--- config.mk ---
export PLATFORM = sky130hd
export DESIGN_NAME = lcd_msg_scheduler
export DESIGN_NICKNAME = d
export VERILOG_FILES = /design/src/rtl/lcd_pkg.sv /design/src/rtl/lcd_msg_prio.sv /design/src/rtl/lcd_msg_scheduler.sv
export SDC_FILE = /design/constraint.sdc
export NUM_CORES = 1
export LEC_CHECK = 0
export BUFFER_PORTS_ARGS = -buffer_cell sky130_fd_sc_hd__buf_2
export CORE_ASPECT_RATIO = 1.25
export CORE_MARGIN = 2
export CORE_UTILIZATION = 55
export CTS_CLUSTER_DIAMETER = 50
export DETAILED_ROUTE_END_ITERATION = 6
export GPL_ROUTABILITY_DRIVEN = 0
export PLACE_DENSITY = 0.81
export SYNTH_ARGS = -nofsm -noshare
export SYNTH_HDL_FRONTEND = slang
export SYNTH_SLANG_ARGS = --single-unit
--- constraint.sdc ---
create_clock -name clk -period 2.94 [get_ports clk]
set_input_delay 0.882 -clock clk [delete_from_list [all_inputs] [get_ports clk]]
set_output_delay 0.882 -clock clk [all_outputs]
set_load 0.01 [all_outputs]
--- src/rtl/lcd_pkg.sv ---
// lcd_pkg: message IDs, scheduler state encoding and a saturating counter helper
// shared by the LCD message scheduler files.
package lcd_pkg;
    localparam logic [1:0] MSG_ENGINE = 2'd0;
    localparam logic [1:0] MSG_BRAKE  = 2'd1;
    localparam logic [1:0] MSG_FUEL   = 2'd2;
    localparam logic [1:0] MSG_DASH   = 2'd3;

    typedef enum logic [1:0] {S_IDLE, S_START, S_WAIT, S_HOLD} state_t;

    function automatic logic [15:0] sat_inc(input logic [15:0] v);
        return (v == 16'hFFFF) ? v : v + 16'd1;
    endfunction
endpackage

--- src/rtl/lcd_msg_prio.sv ---
// lcd_msg_prio: 4-bit fixed-priority encoder, lowest set index wins.
module lcd_msg_prio
    import lcd_pkg::*;
(
    input  logic [3:0] req,
    output logic       any,
    output logic [1:0] idx
);
    always_comb begin
        any = |req;
        idx = req[0] ? MSG_ENGINE : req[1] ? MSG_BRAKE : req[2] ? MSG_FUEL : MSG_DASH;
    end
endmodule

--- src/rtl/lcd_msg_scheduler.sv ---
// lcd_msg_scheduler: picks which message the LCD writer renders, holds it on screen,
// refreshes it periodically and flags writer timeouts.
module lcd_msg_scheduler
    import lcd_pkg::*;
#(
    parameter int HOLD_MS    = 1000,
    parameter int REFRESH_MS = 100,
    parameter int TIMEOUT_MS = 50
) (
    input  logic       clk,
    input  logic       rst,
    input  logic       tick_1ms,
    input  logic       lcd_ready,
    input  logic [3:0] req,
    input  logic       wr_done,
    output logic [1:0] sel_msg,
    output logic       wr_start,
    output logic       busy,
    output logic       err_timeout
);
    localparam logic [15:0] HOLD_L    = 16'(HOLD_MS);
    localparam logic [15:0] REFRESH_L = 16'(REFRESH_MS);
    localparam logic [15:0] TIMEOUT_L = 16'(TIMEOUT_MS);

    state_t      state_q;
    logic [1:0]  sel_q, last_q;
    logic        start_q, busy_q, err_q;
    logic [15:0] hold_q, ref_q, to_q;
    logic        any, preempt, release_c, refresh_c;
    logic [1:0]  idx;

    lcd_msg_prio u_prio (.req(req), .any(any), .idx(idx));

    always_comb begin
        preempt   = any && (idx < sel_q);
        release_c = !req[sel_q] && (hold_q >= HOLD_L);
        refresh_c = req[sel_q] && (ref_q >= REFRESH_L);
    end

    always_ff @(posedge clk) begin
        if (rst) begin
            state_q <= S_IDLE;
            sel_q   <= MSG_DASH;
            last_q  <= MSG_DASH;
            start_q <= 1'b0;
            busy_q  <= 1'b0;
            err_q   <= 1'b0;
            hold_q  <= '0;
            ref_q   <= '0;
            to_q    <= '0;
        end else begin
            start_q <= 1'b0;
            case (state_q)
                S_IDLE: if (lcd_ready && any) begin
                    sel_q   <= idx;
                    state_q <= S_START;
                    start_q <= 1'b1;
                    busy_q  <= 1'b1;
                end
                S_START: begin
                    to_q    <= '0;
                    state_q <= S_WAIT;
                end
                S_WAIT: if (wr_done || (tick_1ms && (to_q + 16'd1 >= TIMEOUT_L))) begin
                    err_q   <= err_q | ~wr_done;
                    state_q <= S_HOLD;
                    busy_q  <= 1'b0;
                    ref_q   <= '0;
                    last_q  <= sel_q;
                    // Re-showing the same message keeps its accumulated on-screen time
                    if (last_q != sel_q) hold_q <= '0;
                end else if (tick_1ms) begin
                    to_q <= to_q + 16'd1;
                end
                S_HOLD: begin
                    if (tick_1ms) begin
                        hold_q <= sat_inc(hold_q);
                        ref_q  <= sat_inc(ref_q);
                    end
                    if (preempt || release_c) begin
                        state_q <= S_IDLE;
                    end else if (refresh_c) begin
                        state_q <= S_START;
                        start_q <= 1'b1;
                        busy_q  <= 1'b1;
                    end
                end
                default: state_q <= S_IDLE;
            endcase
        end
    end

    assign sel_msg     = sel_q;
    assign wr_start    = start_q;
    assign busy        = busy_q;
    assign err_timeout = err_q;
endmodule

==> results by group, run 1 <==
Outcome
  • Run status: finished clean

Pwr
  • Comb power frac: 0.271
  • Clock power frac: 0.355
  • VDD IR-drop max: 0.362 mV
  • Sequential Power Share: 0.375
  • Pleak: 1.32 nW
  • PwrDens: 651 nW/µm²
  • Pint: 1.57 mW
  • Switch Pwr: 0.798 mW
  • Switching Fraction: 0.336

Placed design
  • Pre-CTS WS: 0.0615 ns
  • Port buffer count: 13
  • HPWL Detailed: 5050 µm

Detailed routing
  • First-pass DRT Iterations: 5
  • Iteration-0 DRC Markers: 142
  • Routed wire length: 7410 µm
  • ANT nets after route: 0
  • DR DRC count: 0
  • Drt wl/cell: 15.9 µm
  • Drt via density: 6.31
  • DR vias: 2,939

Timing
  • Max-slew violation count: 0
  • Total Neg Setup Slack: 0 ns
  • Final hold vios: 0
  • Fin crit period: 2.79 ns
  • Maximum clock rate: 0.359 GHz
  • Setup violators final: 0
  • RSZ-0062 raised after global routing: false
  • Max-slew headroom: 0.518
  • Fin crit share: 0.948
  • Setup ws final: 0.154 ns
  • Setup Skew: 0.00867 ns
  • Slew of the pin with the lowest slew margin: 0.723 ns

Setup path
  • Worst EP required: 3.21 ns
  • Reg2Reg Setup Slack: 0.15 ns
  • WS Path Type: register to register
  • Worst r2r src: to_q[1]$_SDFFE_PP0P_
  • Crit path buf inv count: 2
  • CP startpoint: to_q[1]$_SDFFE_PP0P_
  • Worst path cell trace: buf_4, ha_2, nand3_2, nor2_1, or3_1, a221o_1, o31a_4, o21ai_4, o21ai_2, buf_4, nor2_1
  • Worst path arrival time: 3.06 ns
  • CP startpoint kind: register
  • CP Capture Type: register
  • Worst flop-to-flop path endpoint: hold_q[4]$_SDFFE_PP0P_
  • Worst r2r path cells: 11
  • Slowest stage cell, crit path: o31a_4
  • Critical Path Max Stage Delay: 0.48 ns
  • CP Max Fanout: 15
  • CP delay by family, top: compound AO/OA/AOI/OAI gates

Final layout
  • Most common cell after layout, fill and taps aside: dfxtp_1
  • # fillers: 475
  • Most frequent cells in the layout: dfxtp_1 (57), nor2_1 (40), nand2_1 (27)
  • Final core utilization: 0.634
  • Area delta synth->final: 12.9%
  • # diodes: 0
  • Final net count: 416
  • Layout cell share with drive strength beyond 1: 0.170

Clocking
  • Clk Tree Root Cell: clkbuf_8
  • Clock buffer count from CTS: 9
  • Clk sinks: 57
  • CTS tree: yes
  • Cts-stage hold buffer count: 0
  • H-tree Lvls: 3
  • Clock-pin slew on the worst setup and hold paths: 0.07 ns
  • Clk buf depth: 2
  • Worst-Skew Late Latency: 0.34 ns

Synth
  • Cells after synthesis: 372
  • Register area share after synthesis: 0.354
  • Post-synthesis cell area: 3230 µm²
  • Count of cell types in the netlist: 60
  • Post-synth EDFFs: 0
  • Top_reg_cell synth: dfxtp_1
  • Yosys reg bits: 57
  • Syn_nets: 393
  • Asr flop ratio synth: 0
  • Number of synthesis warnings: 0
  • Synth Area per Inst: 8.67 µm²

Worst hold path
  • Hold Path Cell Cnt: 2
  • HP Class: register to register
  • Min-Delay Startpoint: busy$_SDFFE_PP0P_
  • Hold-critical path endpoint: busy$_SDFFE_PP0P_

Job
  • Maxcap violations: 0

Die
  • I/O pin total: 14
  • Die Area: 6500 µm²
  • Core Region: 5740 µm²
  • Initial Util: 0.562
  • Die Wd: 72.5 µm
  • Cell row count: 31
  • Die Ht: 89.6 µm

Global route
  • Vias in the first global route: 2,834
  • Largest net degree at the start of global routing: 17
  • Initial antenna violation count: 0
  • Total GRT Usage: 0.243
  • GR Overflow Total: 0
  • Wire length of the first global-routing pass: 12,500 µm
worst min-delay path, stage by stage (launching register included):
cell	delay (ns)
dfxtp_1	0.33
a31oi_1	0.04
nor2_1	0.08
power groups by stage:
stage	clock network [mW]	registers (mW)	logic [mW]
3_5_place_dp	0	0.905	0.606
4_1_cts	0.852	0.888	0.616
2_1_floorplan	0	0.904	0.433
5_1_grt	0.882	0.896	0.713
6_report	0.841	0.889	0.642
3_3_place_gp	0	0.900	0.590
flip-flops by register name, summed over array words and instances (netlist names):
register,count
hold_q,16
sel_msg,2
to_q,16
ref_q,16
last_q,2
busy,1
wr_start,1
state_q,2
err_timeout,1
layout make-up:
type / instances / area [µm²] / area share
Clock buffer: 11 / 151 / 0.0416
Clock inverter: 5 / 77.6 / 0.0213
Inverter: 16 / 60.1 / 0.0165
Multi-Input combinational cell: 286 / 1970 / 0.542
Sequential cell: 57 / 1140 / 0.313
Tap cell: 66 / 82.6 / 0.0227
Timing Repair Buffer: 25 / 155 / 0.0426
synthesized netlist by cell type (5+ instances only):
library cell | number | area (µm²)
dfxtp_1 | 57 | 1140
nor2_1 | 40 | 150
xnor2_1 | 13 | 114
or3_1 | 10 | 62.6
o21ai_0 | 16 | 80.1
o211ai_1 | 7 | 52.6
a31oi_1 | 5 | 31.3
inv_1 | 16 | 60.1
nand2_1 | 27 | 101
clkbuf_1 | 5 | 18.8
nand3_1 | 17 | 85.1
nand4_1 | 9 | 56.3
ha_1 | 12 | 150
a21oi_1 | 20 | 100
and3_1 | 14 | 87.6
xor2_1 | 12 | 105
nor3_1 | 6 | 30.0
a211oi_1 | 6 | 45.0
metrics by stage:
step / instances / hold slack (ns) / total power [mW] / cell area (µm²)
2_1_floorplan: 372 / 0.465 / 1.34 / 3230
3_3_place_gp: 448 / 0.462 / 1.49 / 3370
3_5_place_dp: 448 / 0.470 / 1.51 / 3370
4_1_cts: 464 / 0.486 / 2.36 / 3600
5_1_grt: 466 / 0.526 / 2.49 / 3640
6_report: 466 / 0.484 / 2.37 / 3640
what timing repair did:
item | in CTS | in global routing
endpoints found under the setup margin | 0 | 35
resized for setup | 0 | 6
buffers inserted | 0 | 2
how the worst max path moves through the flow:
| stage | to | cells past startpoint |
|---|---|---|
| 2_1_floorplan | hold_q[4]$_SDFFE_PP0P_ | 11 |
| 3_3_place_gp | last_q[1]$_SDFFE_PP1P_ | 10 |
| 3_5_place_dp | hold_q[11]$_SDFFE_PP0P_ | 11 |
| 4_1_cts | ref_q[5]$_SDFFE_PP0P_ | 10 |
| 5_1_grt | hold_q[13]$_SDFFE_PP0P_ | 12 |
| 6_report | hold_q[4]$_SDFFE_PP0P_ | 11 |
metal layers:
layer	wire (µm)	part of all wire	track usage	vias to the layer above
met2	3660	0.49	0.411	100
met5	0	0	0	-
li1	-	-	-	1412
met1	3140	0.42	0.279	1403
met4	255	0.034	0.165	0
met3	347	0.047	0.0480	24
cell families after synthesis:
kind of cell    count (synthesis)  synth area share
buf+inv                        29            0.0423
mux                             6            0.0229
compound gates                 92             0.211
fa+ha+maj                      12            0.0465
simple gates                  151             0.256
xor+xnor                       25            0.0679
flops                          57             0.354
Note: power is estimated with default switching activity, not from simulation.
==> run 2, diff against run 1 <==
--- a/config.mk
+++ b/config.mk
@@ -8,11 +8,11 @@
 export BUFFER_PORTS_ARGS = -buffer_cell sky130_fd_sc_hd__buf_2
 export CORE_ASPECT_RATIO = 1.25
 export CORE_MARGIN = 2
-export CORE_UTILIZATION = 55
+export CORE_UTILIZATION = 60
 export CTS_CLUSTER_DIAMETER = 50
 export DETAILED_ROUTE_END_ITERATION = 6
 export GPL_ROUTABILITY_DRIVEN = 0
-export PLACE_DENSITY = 0.81
+export PLACE_DENSITY = 0.84
 export SYNTH_ARGS = -nofsm -noshare
 export SYNTH_HDL_FRONTEND = slang
 export SYNTH_SLANG_ARGS = --single-unit
==> constraint.sdc (replaced) <==
create_clock -name clk -period 3 [get_ports clk]
set_input_delay 0.9 -clock clk [delete_from_list [all_inputs] [get_ports clk]]
set_output_delay 0.9 -clock clk [all_outputs]
set_load 0.01 [all_outputs]
==> run 2 against run 1 <==
Net effect:
- power shrank 12%
- non-clock buffer count fell by 1
- combinational power is 3.7% lower
- critical path depth is the same
- critical path type unchanged
- largest cell class unchanged
- core utilization rose by 6.3 points
- worst hold slack worse by 0.018 ns
- register-to-register slack lost 0.06 ns
- flip-flop and latch count unchanged
- sequential power shrank 2%
- clock power decreased by 30%
==> results by group, run 2 (same netlist as run 1, synthesis figures left out) <==
Final layout
  • Layout cell share with drive strength beyond 1: 0.159
  • Area delta synth->final: 10.7%
  • # diodes: 0
  • Most common cell after layout, fill and taps aside: dfxtp_1
  • Design area: 3570 µm²
  • Most frequent cells in the layout: dfxtp_1 (57), nor2_1 (40), nand2_1 (27)
  • Final core utilization: 0.698
  • # fillers: 405
  • Largest registers: hold_q x16, ref_q x16, to_q x16
  • Final net count: 416

Setup path
  • CP Capture Type: register
  • Worst r2r path cells: 11
  • Worst path arrival time: 3.18 ns
  • Most used cell, CP: a21oi_1
  • Crit path buf inv count: 2
  • Critical Path Max Stage Delay: 0.46 ns
  • Reg2Reg Setup Slack: 0.09 ns
  • CP delay by family, top: compound AO/OA/AOI/OAI gates
  • CP Max Fanout: 10
  • CP startpoint kind: register
  • Worst path cell trace: inv_1, ha_1, nor2b_2, a21oi_1, or3b_2, a211o_1, o31ai_2, buf_4, nand2_1, a31o_2, a21oi_1
  • Worst flop-to-flop path endpoint: state_q[0]$_SDFFE_PP0P_
  • Crit path depth: 11
  • WS Path Type: register to register
  • Worst r2r src: to_q[1]$_SDFFE_PP0P_
  • Slowest stage cell, crit path: or3b_2
  • Worst EP required: 3.28 ns

Detailed routing
  • DR DRC count: 0
  • ANT nets after route: 0
  • Routed wire length: 7550 µm
  • Drt wl/cell: 16.4 µm
  • First-pass DRT Iterations: 5
  • Iteration-0 DRC Markers: 227
  • DR vias: 2,958
  • Drt via density: 6.44

Pwr
  • VDD IR-drop max: 0.395 mV
  • Pleak: 1.30 nW
  • PwrDens: 583 nW/µm²

Timing
  • Max-slew violation count: 0
  • Setup Skew: 0.00914 ns
  • Slew of the pin with the lowest slew margin: 0.698 ns
  • Setup violators final: 0
  • Max-slew headroom: 0.535
  • Maximum clock rate: 0.344 GHz
  • Final hold vios: 0
  • Fin crit share: 0.969
  • Fin crit period: 2.91 ns

Worst hold path
  • Min-Delay Startpoint: err_timeout$_SDFFE_PP0P_
  • Hold-critical path endpoint: err_timeout$_SDFFE_PP0P_
  • Hold Path Cell Cnt: 1
  • HP Class: register to register

Placed design
  • Port buffer count: 13
  • Dpl cell area: 3360 µm²
  • HPWL Detailed: 4980 µm

Clocking
  • Clk sinks: 57
  • Cts-stage hold buffer count: 0
  • Clock buffer count from CTS: 9
  • CTS tree: yes
  • H-tree Lvls: 3
  • Clock-pin slew on the worst setup and hold paths: 0.06 ns
  • Worst-Skew Late Latency: 0.34 ns
  • Clk Tree Root Cell: clkbuf_8
  • Clk buf depth: 2

Die
  • Die Ht: 86.0 µm
  • Die Wd: 69.6 µm
  • Initial Util: 0.631
  • Cell row count: 29
  • Die Area: 5980 µm²
  • Core Region: 5120 µm²
  • I/O pin total: 14

Global route
  • Vias in the first global route: 2,715
  • Initial antenna violation count: 0
  • Wire length of the first global-routing pass: 12,300 µm
  • Largest net degree at the start of global routing: 17
  • GR Overflow Total: 0
  • Total GRT Usage: 0.256

Outcome
  • Run status: finished clean

Job
  • Maxcap violations: 0
==> run 2: changes by cell type in the layout (fill, tap and decap cells not counted), sizes merged <==
| cell | previous run | this run |
|---|---|---|
| bufinv | 2 | 0 |
| buf | 25 | 24 |
| clkinvlp | 1 | 0 |
| clkbuf | 11 | 12 |
| clkinv | 2 | 1 |
| o31a | 1 | 2 |
==> run 2: layout make-up <==
type / count / area (µm²) / share of cell area
multi-input combinational: 287 / 1990 / 0.559
sequential: 57 / 1140 / 0.320
timing repair buffer: 24 / 148 / 0.0413
clock buffer: 12 / 145 / 0.0406
tap: 62 / 77.6 / 0.0217
inverter: 16 / 60.1 / 0.0168
clock inverter: 1 / 5.00 / 0.00140
==> run 2: per-layer routing <==
layer	vias up	wire (µm)	track usage
li1	1417	-	-
met1	1416	3240	0.305
met2	97	3700	0.435
met3	28	370	0.0517
met4	0	231	0.134
met5	-	0	0
==> run 2: worst register-to-register path, cell delays in order, from the launching register on <==
cell and delay, ns:
dfxtp_1 0.33, inv_1 0.06, ha_1 0.28, nor2b_2 0.18
a21oi_1 0.08, or3b_2 0.46, a211o_1 0.37, o31ai_2 0.35
buf_4 0.24, nand2_1 0.16, a31o_2 0.23, a21oi_1 0.11
==> run 2: stage by stage <==
stage	setup slack (ns)	total power, mW	instances	hold slack [ns]	setup TNS (ns)
final	0.0932	2.08	459	0.466	0
after CTS	0.0731	2.06	456	0.466	0
after floorplan	0.172	1.31	372	0.465	0
after detailed placement	0.121	1.48	443	0.452	0
after global placement	0.232	1.45	443	0.443	0
after global routing	-0.0205	2.18	459	0.484	-0.0474
==> run 2: what timing repair did <==
| item | CTS | global route |
|---|---|---|
| endpoints found under the setup margin | 0 | 32 |
| gates resized for setup | 0 | 7 |
| endpoints found under the hold margin | 0 | 0 |
| buffers inserted | 0 | 2 |
==> run 2: worst max-delay path by stage <==
stage | startpoint | slack [ns] | to
2_1_floorplan | to_q[1]$_SDFFE_PP0P_ | 0.17 | hold_q[4]$_SDFFE_PP0P_
3_3_place_gp | to_q[1]$_SDFFE_PP0P_ | 0.23 | hold_q[15]$_SDFFE_PP0P_
3_5_place_dp | to_q[1]$_SDFFE_PP0P_ | 0.12 | hold_q[15]$_SDFFE_PP0P_
4_1_cts | to_q[1]$_SDFFE_PP0P_ | 0.07 | ref_q[3]$_SDFFE_PP0P_
5_1_grt | to_q[1]$_SDFFE_PP0P_ | -0.02 | state_q[0]$_SDFFE_PP0P_
6_report | to_q[1]$_SDFFE_PP0P_ | 0.09 | state_q[0]$_SDFFE_PP0P_
==> run 2: report_power, final <==
part	switching (mW)	internal, mW	leakage [nW]	total (mW)
clock network	0.284	0.307	0.0782	0.591
registers	0.0590	0.813	0.461	0.872
logic	0.402	0.215	0.762	0.618
==> run 3, diff against run 2 <==
--- a/config.mk
+++ b/config.mk
@@ -8,11 +8,11 @@
 export BUFFER_PORTS_ARGS = -buffer_cell sky130_fd_sc_hd__buf_2
 export CORE_ASPECT_RATIO = 1.25
 export CORE_MARGIN = 2
-export CORE_UTILIZATION = 60
+export CORE_UTILIZATION = 58
 export CTS_CLUSTER_DIAMETER = 50
 export DETAILED_ROUTE_END_ITERATION = 6
 export GPL_ROUTABILITY_DRIVEN = 0
-export PLACE_DENSITY = 0.84
+export PLACE_DENSITY = 0.76
 export SYNTH_ARGS = -nofsm -noshare
 export SYNTH_HDL_FRONTEND = slang
 export SYNTH_SLANG_ARGS = --single-unit
==> constraint.sdc (replaced) <==
create_clock -name clk -period 3.3 [get_ports clk]
set_input_delay 0.99 -clock clk [delete_from_list [all_inputs] [get_ports clk]]
set_output_delay 0.99 -clock clk [all_outputs]
set_load 0.01 [all_outputs]
==> run 3 against run 2 <==
Net effect:
- combinational power decreased by 13%
- highest routed layer unchanged
- clock power increased by 35%
- die area increased by 3.3%
- largest cell class unchanged
- non-clock buffer count decreased by 6
- via count decreased by 7.2%
- clock skew decreased by 0.0048 ns
- sequential share of layout area decreased by 0.22 points
- fmax decreased by 6.4%
- core utilization decreased by 3.3 points
- critical path depth decreased by 1
- design area increased by 0.70%
==> results by group, run 3 (same netlist as run 1, synthesis figures left out) <==
Outcome
  • Run status: finished clean

Setup path
  • CP startpoint kind: register
  • CP Capture Type: register
  • WS Path Type: register to register
  • CP Max Fanout: 15
  • Worst path arrival time: 3.38 ns
  • Worst EP required: 3.58 ns

Die
  • Cell row count: 30
  • Die Wd: 70.7 µm
  • Core Region: 5410 µm²
  • I/O pin total: 14
  • Die Area: 6180 µm²
  • Die Ht: 87.4 µm
  • Initial Util: 0.597

Detailed routing
  • ANT nets after route: 0
  • Iteration-0 DRC Markers: 128
  • Drt wl/cell: 14.9 µm
  • Routed wire length: 6820 µm
  • DR DRC count: 0
  • First-pass DRT Iterations: 6
  • DR vias: 2,745
  • Drt via density: 6.01

Pwr
  • Total chip power: 2.13 mW
  • VDD IR-drop max: 0.346 mV
  • Pleak: 1.31 nW
  • PwrDens: 593 nW/µm²

Global route
  • Initial antenna violation count: 0
  • GR Overflow Total: 0
  • Wire length of the first global-routing pass: 12,200 µm
  • Largest net degree at the start of global routing: 17
  • Vias in the first global route: 2,692
  • Total GRT Usage: 0.247

Clocking
  • H-tree Lvls: 3
  • Clk sinks: 57
  • Cts-stage hold buffer count: 0
  • Clock buffer count from CTS: 9
  • Clock-pin slew on the worst setup and hold paths: 0.06 ns
  • Clk Tree Root Cell: clkbuf_8
  • Post-CTS Setup Repair Bufs: 0
  • Worst-Skew Late Latency: 0.34 ns
  • Clk buf depth: 2
  • CTS tree: yes

Timing
  • Slew of the pin with the lowest slew margin: 0.617 ns
  • Total Neg Setup Slack: 0 ns
  • RSZ-0062 raised after global routing: false
  • Setup ws final: 0.196 ns
  • Setup violators final: 0
  • Final hold vios: 0
  • Maximum clock rate: 0.322 GHz
  • Fin crit share: 0.941
  • Max-slew violation count: 0
  • Max-slew headroom: 0.588
  • Setup Skew: 0.00435 ns
  • Fin crit period: 3.10 ns

Final layout
  • Final net count: 409
  • Most common cell after layout, fill and taps aside: dfxtp_1
  • Area delta synth->final: 11.4%
  • # fillers: 436
  • FF/Latch Area: 1140 µm²
  • # diodes: 0
  • Layout cell share with drive strength beyond 1: 0.148
  • Largest registers: hold_q x16, ref_q x16, to_q x16
  • Most frequent cells in the layout: dfxtp_1 (57), nor2_1 (40), nand2_1 (27)
  • Multi-input gate area: 1960 µm²
  • Fin cells: 457

Placed design
  • Pre-CTS WS: 0.191 ns
  • HPWL Detailed: 4740 µm
  • Port buffer count: 13
  • Dpl cells: 441

Job
  • Maxcap violations: 0

Worst hold path
  • HP Class: register to register
run 3: worst paths after layout:
kind                                          startpoint                       end  slack [ns]  depth (start not counted)
worst max-delay path                to_q[1]$_SDFFE_PP0P_     ref_q[3]$_SDFFE_PP0P_        0.20                         10
worst min-delay path            err_timeout$_SDFFE_PP0P_  err_timeout$_SDFFE_PP0P_        0.46                          1
worst max register to register      to_q[1]$_SDFFE_PP0P_     ref_q[3]$_SDFFE_PP0P_        0.20                         10
worst min register to register  err_timeout$_SDFFE_PP0P_  err_timeout$_SDFFE_PP0P_        0.46                          1
run 3: power breakdown:
part           total [mW]  internal (mW)  switching [mW]  leakage (nW)
combinational       0.540          0.185           0.355         0.720
clock               0.800          0.518           0.282         0.126
sequential          0.793          0.739          0.0548         0.461
run 3: per-stage QoR:
step	instance area, µm²	hold WS, ns	utilization
floorplan	3230	0.465	-
global placement	3350	0.447	0.619
detailed placement	3350	0.457	0.619
CTS	3590	0.471	0.664
global route	3600	0.482	0.665
finish	3600	0.464	0.665
run 3: timing repair:
action                     CTS  global route
setup endpoints to repair    0             5
gates resized for setup      0             1
hold endpoints to repair     0             0
run 3: area by class of cell:
type | instances | share of cell area
clock inverters | 6 | 0.0292
well taps | 64 | 0.0223
clock buffers | 10 | 0.0383
multi-input cells | 286 | 0.544
inverters | 16 | 0.0167
flip-flops and latches | 57 | 0.317
repair buffers | 18 | 0.0320
run 3: worst max-delay path: stages, from the launching register on:
cell     delay (ns)
dfxtp_1        0.46
inv_1          0.10
ha_1           0.30
nor2b_1        0.19
a21oi_1        0.09
or3b_2         0.45
a211o_1        0.34
o31a_4         0.47
o21ai_2        0.34
o21ai_0        0.18
a21oi_2        0.13
run 3: metal layers:
metal / GRT usage / routed length [µm]
met1: 0.306 / 3130
met2: 0.398 / 3270
met3: 0.0625 / 268
met4: 0.125 / 159
met5: 0 / 0
